`config.mk`:
```
export PLATFORM = sky130hd
export DESIGN_NAME = uart_rx_flat
export DESIGN_NICKNAME = d
export VERILOG_FILES = /design/src/rtl/uart_rx_if.sv /design/src/rtl/uart_rx.sv /design/src/flat_wrapper.sv
export SDC_FILE = /design/constraint.sdc
export NUM_CORES = 1
export LEC_CHECK = 0
export ABC_AREA = 1
export CORE_MARGIN = 3
export CORE_UTILIZATION = 45
export CTS_BUF_LIST = sky130_fd_sc_hd__clkbuf_4
export DETAILED_ROUTE_END_ITERATION = 10
export HOLD_SLACK_MARGIN = 0.1
export SKIP_LAST_GASP = 1
export SYNTH_ARGS = -nofsm -noshare
export SYNTH_HDL_FRONTEND = slang
export SYNTH_SLANG_ARGS = --single-unit
```
`constraint.sdc`:
```
create_clock -name clk -period 1.7 [get_ports clk]
set_input_delay 0.255 -clock clk [delete_from_list [all_inputs] [get_ports clk]]
set_output_delay 0.255 -clock clk [all_outputs]
set_load 0.02 [all_outputs]
```
`src/rtl/uart_rx_if.sv`:
```
// Serial-receive bundle: the raw RX line into the receiver, received byte plus strobe out.
// The master modport is the receiver side; the slave modport is the line driver / byte consumer.
interface uart_rx_if;
    logic       i_uart_rx;
    logic [7:0] o_uart_data;
    logic       o_data_valid;

    modport master (
        input  i_uart_rx,
        output o_uart_data,
        output o_data_valid
    );

    modport slave (
        output i_uart_rx,
        input  o_uart_data,
        input  o_data_valid
    );
endinterface

```
`src/rtl/uart_rx.sv`:
```
// UART receiver, 8N1 or 8E1/8O1; one-cycle strobe per good frame. Optional macro UART_RX_MAJORITY_EN.
// Latency: strobe 2-3 clk after mid-stop-bit (plus 1 clk with majority voting).
// No backpressure: the consumer must take each byte on its strobe; o_uart_data holds until the next good frame.
module uart_rx #(
    parameter int CLOCK_FREQ = 50_000_000,
    parameter int BAUD_RATE  = 9600,
    parameter int EN_PARITY  = 11
) (
    input  logic      clk,
    input  logic      rst_n,
    uart_rx_if.master bus
);
    localparam int BIT_CYC = CLOCK_FREQ / BAUD_RATE;
    localparam int CNT_W   = (BIT_CYC > 1) ? $clog2(BIT_CYC) : 1;
`ifdef UART_RX_MAJORITY_EN
    localparam int DEC_CNT = BIT_CYC / 2 + 1;
`else
    localparam int DEC_CNT = BIT_CYC / 2;
`endif
    localparam logic [CNT_W-1:0] CNT_LAST = CNT_W'(BIT_CYC - 1);
    localparam logic [CNT_W-1:0] CNT_DEC  = CNT_W'(DEC_CNT);
    localparam logic [CNT_W-1:0] CNT_ONE  = CNT_W'(1);
    localparam bit PAR_EN  = (EN_PARITY == 10) || (EN_PARITY == 11);
    localparam bit PAR_ODD = (EN_PARITY == 11);

    typedef enum logic [2:0] {
        S_IDLE,
        S_START,
        S_DATA,
        S_PARITY,
        S_STOP
    } state_t;

    state_t           r_state;
    logic [1:0]       r_sync;
    logic [CNT_W-1:0] r_cnt;
    logic [2:0]       r_bit_idx;
    logic [7:0]       r_shreg;
    logic             r_perr;
    logic [7:0]       r_data;
    logic             r_vld;

    logic w_rx_s;
    logic w_bit;
    logic w_at_dec;
    logic w_at_last;

    always_ff @(posedge clk or negedge rst_n) begin
        if (!rst_n) begin
            r_sync <= 2'b11;
        end else begin
            r_sync <= {r_sync[0], bus.i_uart_rx};
        end
    end

    assign w_rx_s = r_sync[1];

`ifdef UART_RX_MAJORITY_EN
    // r_hist holds rx_s from the two preceding counts, so at DEC_CNT the vote covers mid-1, mid, mid+1.
    logic [1:0] r_hist;

    always_ff @(posedge clk or negedge rst_n) begin
        if (!rst_n) begin
            r_hist <= 2'b11;
        end else begin
            r_hist <= {r_hist[0], w_rx_s};
        end
    end

    assign w_bit = (r_hist[1] & r_hist[0]) | (r_hist[1] & w_rx_s) | (r_hist[0] & w_rx_s);
`else
    assign w_bit = w_rx_s;
`endif

    assign w_at_dec  = (r_cnt == CNT_DEC);
    assign w_at_last = (r_cnt == CNT_LAST);

    always_ff @(posedge clk or negedge rst_n) begin
        if (!rst_n) begin
            r_state   <= S_IDLE;
            r_cnt     <= '0;
            r_bit_idx <= '0;
            r_shreg   <= '0;
            r_perr    <= 1'b0;
            r_data    <= 8'h00;
            r_vld     <= 1'b0;
        end else begin
            r_vld <= 1'b0;
            r_cnt <= w_at_last ? '0 : r_cnt + CNT_ONE;
            case (r_state)
                S_IDLE: begin
                    r_cnt     <= '0;
                    r_bit_idx <= '0;
                    r_perr    <= 1'b0;
                    if (!w_rx_s) begin
                        r_state <= S_START;
                    end
                end
                // Hold through the rest of the start bit so DATA counts restart on a bit boundary.
                S_START: begin
                    if (w_at_dec && w_bit) begin
                        r_state <= S_IDLE;
                        r_cnt   <= '0;
                    end else if (w_at_last) begin
                        r_state <= S_DATA;
                        r_cnt   <= '0;
                    end
                end
                S_DATA: begin
                    if (w_at_dec) begin
                        r_shreg[r_bit_idx] <= w_bit;
                    end
                    if (w_at_last) begin
                        r_cnt     <= '0;
                        r_bit_idx <= r_bit_idx + 3'd1;
                        if (r_bit_idx == 3'd7) begin
                            r_state <= PAR_EN ? S_PARITY : S_STOP;
                        end
                    end
                end
                S_PARITY: begin
                    if (w_at_dec) begin
                        r_perr <= (w_bit != (PAR_ODD ? ~^r_shreg : ^r_shreg));
                    end
                    if (w_at_last) begin
                        r_state <= S_STOP;
                        r_cnt   <= '0;
                    end
                end
                // Leave at mid-stop so a back-to-back start edge is not missed.
                S_STOP: begin
                    if (w_at_dec) begin
                        if (w_bit && !r_perr) begin
                            r_data <= r_shreg;
                            r_vld  <= 1'b1;
                        end
                        r_state <= S_IDLE;
                        r_cnt   <= '0;
                    end
                end
                default: begin
                    r_state <= S_IDLE;
                    r_cnt   <= '0;
                end
            endcase
        end
    end

    assign bus.o_uart_data  = r_data;
    assign bus.o_data_valid = r_vld;
endmodule

```
`src/flat_wrapper.sv`:
```
// flat-port wrapper written by rule: the top's interface ports become plain ports
module uart_rx_flat 
#(
    parameter int CLOCK_FREQ = 50_000_000,
    parameter int BAUD_RATE  = 9600,
    parameter int EN_PARITY  = 11
)
  (clk, rst_n, bus_i_uart_rx, bus_o_uart_data, bus_o_data_valid);
  uart_rx_if bus_i ();
  input  logic clk;
  input  logic rst_n;
  input wire logic [$bits(bus_i.i_uart_rx)-1:0] bus_i_uart_rx;
  output wire logic [$bits(bus_i.o_uart_data)-1:0] bus_o_uart_data;
  output wire logic [$bits(bus_i.o_data_valid)-1:0] bus_o_data_valid;
  assign bus_i.i_uart_rx = bus_i_uart_rx;
  assign bus_o_uart_data = bus_i.o_uart_data;
  assign bus_o_data_valid = bus_i.o_data_valid;
  uart_rx #(.CLOCK_FREQ(CLOCK_FREQ), .BAUD_RATE(BAUD_RATE), .EN_PARITY(EN_PARITY)) u_core (.clk(clk), .rst_n(rst_n), .bus(bus_i));
endmodule
```
==> impl_metrics.env, run 1 <==
export IMPL_pwr_share_comb_pct=1.8
export IMPL_cp_top_family="simple AND/OR/NAND/NOR gates"
export IMPL_diodes=0
export IMPL_route_vias_total=1795
export IMPL_internal_power_mw=1.416
export IMPL_synth_seq_cells=39
export IMPL_seq_area_frac_synth_pct=43.44
export IMPL_clock_latency_ns=0.35
export IMPL_cts_root_buf="clkbuf_4"
export IMPL_path_class="reg -> reg"
export IMPL_pwr_share_clk_pct=45.1
export IMPL_finalCritPeriodShare_pct=96.89
export IMPL_power_density_nw_per_um2=646.2
export IMPL_switching_power_mw=0.3430
export IMPL_vdd_drop_max_mv=0.3481
export IMPL_tightest_slew_ns=0.4620
export IMPL_grt_max_degree=22
export IMPL_grt_overflow=0
export IMPL_power_total_mw=1.759
export IMPL_grtUsageTotal_pct=16.38
export IMPL_cts_tree="yes"
export IMPL_cp_max_fo=13
export IMPL_crit_slowest_cell="dfrtp_1"
export IMPL_initial_core_util_pct=47.06
export IMPL_cpPeakStageDelay_ns=0.43
export IMPL_routed_wl_mm=4.427
export IMPL_numCtsBuffers=5
export IMPL_fin_tns_setup_ns=0
export IMPL_synth_area_um2=2252
export IMPL_synth_nets=284
export IMPL_die_h_um=76.75
export IMPL_post_drt_wl_per_cell_um=11.71
export IMPL_path_cells="inv_1, ha_1, nand2_1, nor2_4, nand3_1, nand2_2, nand2_1, nand2_2, buf_12, a21boi_0"
export IMPL_port_buffers=11
export IMPL_yosysWarningCount=0
export IMPL_path_buf_inv=2
export IMPL_crit_path_end_kind="flop"
export IMPL_drtIter0Drc=72
export IMPL_finalHoldViolations=0
export IMPL_drive_above_1_share_pct=23.47
export IMPL_postSynthCellCount=277
export IMPL_place_congestion=0.8089
export IMPL_slew_violations=0
export IMPL_holdCritPathClass="in -> reg"
export IMPL_htreeDepth=2
export IMPL_p_sw_share_pct=19.50
export IMPL_cellLeakagePower_nw=1.263
export IMPL_io_pins=12
export IMPL_path_clk_slew_ns=0.12
export IMPL_fp_dieW_um=76.75
export IMPL_fillCellCount=458
export IMPL_first_global_vias=1644
export IMPL_post_route_min_period_ns=1.647
export IMPL_slew_headroom_pct=69.20
export IMPL_drt_pass1_iterations=4
export IMPL_finalNetCount=317
export IMPL_arrival_ns=1.88
export IMPL_ant_nets=0
export IMPL_cts_sinks=39
export IMPL_rsz0062_at_grt="yes"
export IMPL_postSynthAreaPerCell_um2=8.131
export IMPL_area_delta_synth_final_pct=20.89
export IMPL_fin_skew_ns=0.007708
export IMPL_core_area_um2=4786
export IMPL_cp_required_ns=1.93
export IMPL_grt_first_pass_wirelength_mm=7.776
export IMPL_die_area_um2=5890
export IMPL_drv_cap=0
export IMPL_clock_path_buffers=2
export IMPL_finalSetupViolCount=0
export IMPL_seqPwrFrac_pct=53.1
export IMPL_fmax_mhz=607.1
export IMPL_viasPerCell=4.749
export IMPL_antenna_found_initial=0
export IMPL_row_count=25
export IMPL_cp_start_kind="flop"
export IMPL_drc_errors=0
export IMPL_hpwl_mm=3.167
export IMPL_synth_cell_types=33
export IMPL_outcome="finished, final reports clean"
## per-layer routing
| metal | up-vias | share of wire, % | GRT usage [%] |
|---|---|---|---|
| li1 | 944 | - | - |
| met1 | 820 | 53 | 24.44 |
| met2 | 25 | 42 | 23.08 |
| met3 | 6 | 2.8 | 3.873 |
| met4 | 0 | 1.3 | 5.435 |
| met5 | - | 0 | 0 |
## flip-flops by register name (all words and copies together), names as in the netlist
name                     count
u_core.bus.o_data_valid      1
u_core.r_shreg               8
u_core.r_sync                2
u_core.r_cnt                13
u_core.r_state               3
u_core.r_perr                1
u_core.r_bit_idx             3
u_core.bus.o_uart_data       8
## per-stage QoR
stage | setup WS, ns | util (%) | area, um2 | hold slack (ns) | cells
floorplan | 0.2314 | - | 2252 | -0.04059 | 277
global placement | 0.05791 | 51.61 | 2470 | 0.2446 | 360
detailed placement | 0.04287 | 51.61 | 2470 | 0.2360 | 360
CTS | 0.02179 | 54.01 | 2585 | 0.2800 | 369
global route | -0.04413 | 56.89 | 2723 | 0.2649 | 378
finish | 0.05292 | 56.89 | 2723 | 0.2976 | 378
## synthesized netlist by cell type (all sizes together)
library cell | number | share of area, %
nand3 | 16 | 4.2
dfstp | 2 | 2.3
a21boi | 1 | 0.33
buf | 5 | 2.6
nand4 | 3 | 0.83
dfrtp | 37 | 41
nand3b | 1 | 0.33
ha | 4 | 2.2
o21ai | 4 | 0.89
nor3 | 10 | 3.4
a21oi | 20 | 6.1
xor2 | 10 | 3.9
nand2 | 90 | 16
inv | 25 | 4.2
a31oi | 1 | 0.28
clkinv | 1 | 0.17
xnor2 | 7 | 2.7
or2 | 1 | 0.28
nor2 | 39 | 7.7
## final cells by class
class	count	area (um2)	share of cell area, %
well taps	67	83.83	3.079
inverters	26	97.59	3.585
repair buffers	30	287.8	10.57
flip-flops and latches	39	978.4	35.94
clock inverters	2	60.06	2.206
clock buffers	6	45.04	1.654
multi-input cells	208	1170	42.97
## final timing paths
check | start | endpoint | slack, ns | cells past startpoint
worst max-delay path | u_core.r_cnt[0] | u_core.r_cnt[1] | 0.05 | 10
worst min-delay path | bus_i_uart_rx | u_core.r_sync[0] | 0.30 | 1
worst max register to register | u_core.r_cnt[0] | u_core.r_cnt[1] | 0.05 | 10
worst min register to register | u_core.r_sync[0] | u_core.r_sync[1] | 0.37 | 0
max in group asynchronous | rst_n | u_core.r_state[1] | 0.80 | 3
min in group asynchronous | rst_n | u_core.r_cnt[7] | 0.38 | 2
## power by group through the flow
stage          clock network [mW]  logic (mW)  registers, mW
3_5_place_dp                    0      0.0322          0.952
5_1_grt                     0.870      0.0383          0.935
2_1_floorplan                   0     0.00346          0.951
3_3_place_gp                    0      0.0326          0.952
4_1_cts                     0.820      0.0340          0.934
6_report                    0.793      0.0322          0.934
## logic make-up after synthesis
logic type,after synthesis,share of synthesized area (%)
fa+ha+maj,4,2.222
compound gates,26,7.611
flops,39,43.44
simple gates,160,33.17
xor+xnor,17,6.611
buf+inv,31,6.944
## cell usage in the layout (no fill, tap or decap), types with 4 or more instances in the layout
master           instances
inv_1                   23
nor3_1                   7
nand2_2                 10
dfrtp_1                 37
xnor2_1                  7
nor2_4                   4
nand2_1                 78
clkbuf_4                 6
a21oi_2                 10
clkdlybuf4s50_1         10
xor2_1                  10
buf_4                   15
a21oi_1                 10
nor2_1                  28
nor2_2                   7
nand3_1                 13
## repair_timing
item                                   4_1_cts  5_1_grt
endpoints found under the hold margin       17        0
hold buffers                                 1        0
setup endpoints to repair                    0       30
gates resized for setup                      0       11
buffers inserted                             0        8
Power figures use the tool's default switching activity.
==> run 2: changes to the inputs <==
--- a/config.mk
+++ b/config.mk
@@ -11,6 +11,7 @@
 export CTS_BUF_LIST = sky130_fd_sc_hd__clkbuf_4
 export DETAILED_ROUTE_END_ITERATION = 10
 export HOLD_SLACK_MARGIN = 0.1
+export MAX_ROUTING_LAYER = met4
 export SKIP_LAST_GASP = 1
 export SYNTH_ARGS = -nofsm -noshare
 export SYNTH_HDL_FRONTEND = slang
==> impl_metrics.env, run 2 (synthesis results as in run 1) <==
export IMPL_htreeDepth=2
export IMPL_final_core_util_pct=56.89
export IMPL_hpwl_mm=3.167
export IMPL_cp_required_ns=1.94
export IMPL_row_count=25
export IMPL_place_congestion=0.8207
export IMPL_power_density_nw_per_um2=646.8
export IMPL_path_clk_slew_ns=0.12
export IMPL_io_pins=12
export IMPL_path_buf_inv=2
export IMPL_fillCellCount=458
export IMPL_route_vias_total=1805
export IMPL_ff2ff_path_depth=10
export IMPL_cp_start_kind="flop"
export IMPL_cts_root_buf="clkbuf_4"
export IMPL_final_common_cell="nand2_1"
export IMPL_first_global_vias=1645
export IMPL_hp_start="bus_i_uart_rx"
export IMPL_numCtsBuffers=5
export IMPL_slew_violations=0
export IMPL_diodes=0
export IMPL_finalSetupViolCount=0
export IMPL_r2r_slack_ns=0.06
export IMPL_tightest_slew_ns=0.4618
export IMPL_cellLeakagePower_nw=1.263
export IMPL_antenna_found_initial=0
export IMPL_outcome="finished, final reports clean"
export IMPL_arrival_ns=1.88
export IMPL_cts_sinks=39
export IMPL_fin_tns_setup_ns=0
export IMPL_drt_pass1_iterations=4
export IMPL_drtIter0Drc=51
export IMPL_hold_depth=1
export IMPL_cpPeakStageDelay_ns=0.43
export IMPL_vdd_drop_max_mv=0.3480
export IMPL_drv_cap=0
export IMPL_path_cells="inv_1, ha_1, nand2_1, nor2_4, nand3_1, nand2_2, nand2_1, nand2_2, buf_12, a21boi_0"
export IMPL_r2r_start="u_core.r_cnt[0]"
export IMPL_fmax_mhz=608.5
export IMPL_die_area_um2=5890
export IMPL_routed_wl_mm=4.441
export IMPL_finalNetCount=317
export IMPL_cts_tree="yes"
export IMPL_startpoint="u_core.r_cnt[0]"
export IMPL_drive_above_1_share_pct=23.47
export IMPL_cp_num_cells=10
export IMPL_crit_slowest_cell="dfrtp_1"
export IMPL_die_h_um=76.75
export IMPL_rsz0062_at_grt="yes"
export IMPL_finalHoldViolations=0
export IMPL_top_register="u_core.r_cnt"
export IMPL_cp_max_fo=13
export IMPL_fp_dieW_um=76.75
export IMPL_post_drt_wl_per_cell_um=11.75
export IMPL_fin_skew_ns=0.008887
export IMPL_grt_first_pass_wirelength_mm=7.769
export IMPL_ant_nets=0
export IMPL_largest_reg_flops=13
export IMPL_core_area_um2=4786
export IMPL_clock_latency_ns=0.35
export IMPL_crit_path_end_kind="flop"
export IMPL_cp_top_family="simple AND/OR/NAND/NOR gates"
export IMPL_path_class="reg -> reg"
export IMPL_port_buffers=11
export IMPL_initial_core_util_pct=47.06
export IMPL_grtUsageTotal_pct=16.84
export IMPL_slew_headroom_pct=69.21
export IMPL_drc_errors=0
export IMPL_viasPerCell=4.775
export IMPL_grt_overflow=0
export IMPL_clock_path_buffers=2
export IMPL_finalCritPeriodShare_pct=96.66
export IMPL_holdCritPathClass="in -> reg"
export IMPL_grt_max_degree=22
export IMPL_post_route_min_period_ns=1.643
export IMPL_final_cell_mix="nand2_1 (78), dfrtp_1 (37), nor2_1 (28)"
export IMPL_area_delta_synth_final_pct=20.89
run 2: cell counts in the layout (fill, tap and decap cells not counted):
Identical to the previous run, type by type.
run 2: path summary, 6_finish.rpt:
check	to
max reg2reg	u_core.r_cnt[1]
max	u_core.r_cnt[1]
min in group asynchronous	u_core.r_cnt[7]
min	u_core.r_sync[0]
max in group asynchronous	u_core.r_state[1]
min reg2reg	u_core.r_sync[1]
run 2: stage by stage:
step / std cells / area, um2 / hold WS (ns) / power (mW) / setup slack (ns)
4_1_cts: 369 / 2585 / 0.2800 / 1.788 / 0.02179
5_1_grt: 378 / 2723 / 0.2649 / 1.843 / -0.04413
2_1_floorplan: 277 / 2252 / -0.04059 / 0.9547 / 0.2314
3_5_place_dp: 360 / 2470 / 0.2360 / 0.9841 / 0.04287
6_report: 378 / 2723 / 0.2968 / 1.761 / 0.05675
3_3_place_gp: 360 / 2470 / 0.2446 / 0.9844 / 0.05791
run 2: repair_timing:
item,4_1_cts,5_1_grt
hold buffers,1,0
hold endpoints to repair,17,0
resized for setup,0,11
endpoints found under the setup margin,0,30
buffers inserted,0,8
run 2: layout make-up:
class | count | area, um2 | area share (%)
multi-input cells | 208 | 1170 | 42.97
repair buffers | 30 | 287.8 | 10.57
flip-flops and latches | 39 | 978.4 | 35.94
inverters | 26 | 97.59 | 3.585
clock inverters | 2 | 60.06 | 2.206
well taps | 67 | 83.83 | 3.079
clock buffers | 6 | 45.04 | 1.654
run 2: power breakdown:
part | leakage [nW] | internal [mW] | total [mW] | switching, mW
Clock | 0.0559 | 0.475 | 0.795 | 0.320
Combinational | 0.684 | 0.00967 | 0.0322 | 0.0225
Sequential | 0.523 | 0.932 | 0.934 | 0.00227
run 2: layer usage:
metal	vias up	share of wire, %	GRT usage, %
met5	-	0	-
met4	0	1.4	5.435
met3	6	3.2	3.873
met2	28	43	23.08
met1	829	52	24.44
li1	942	-	-
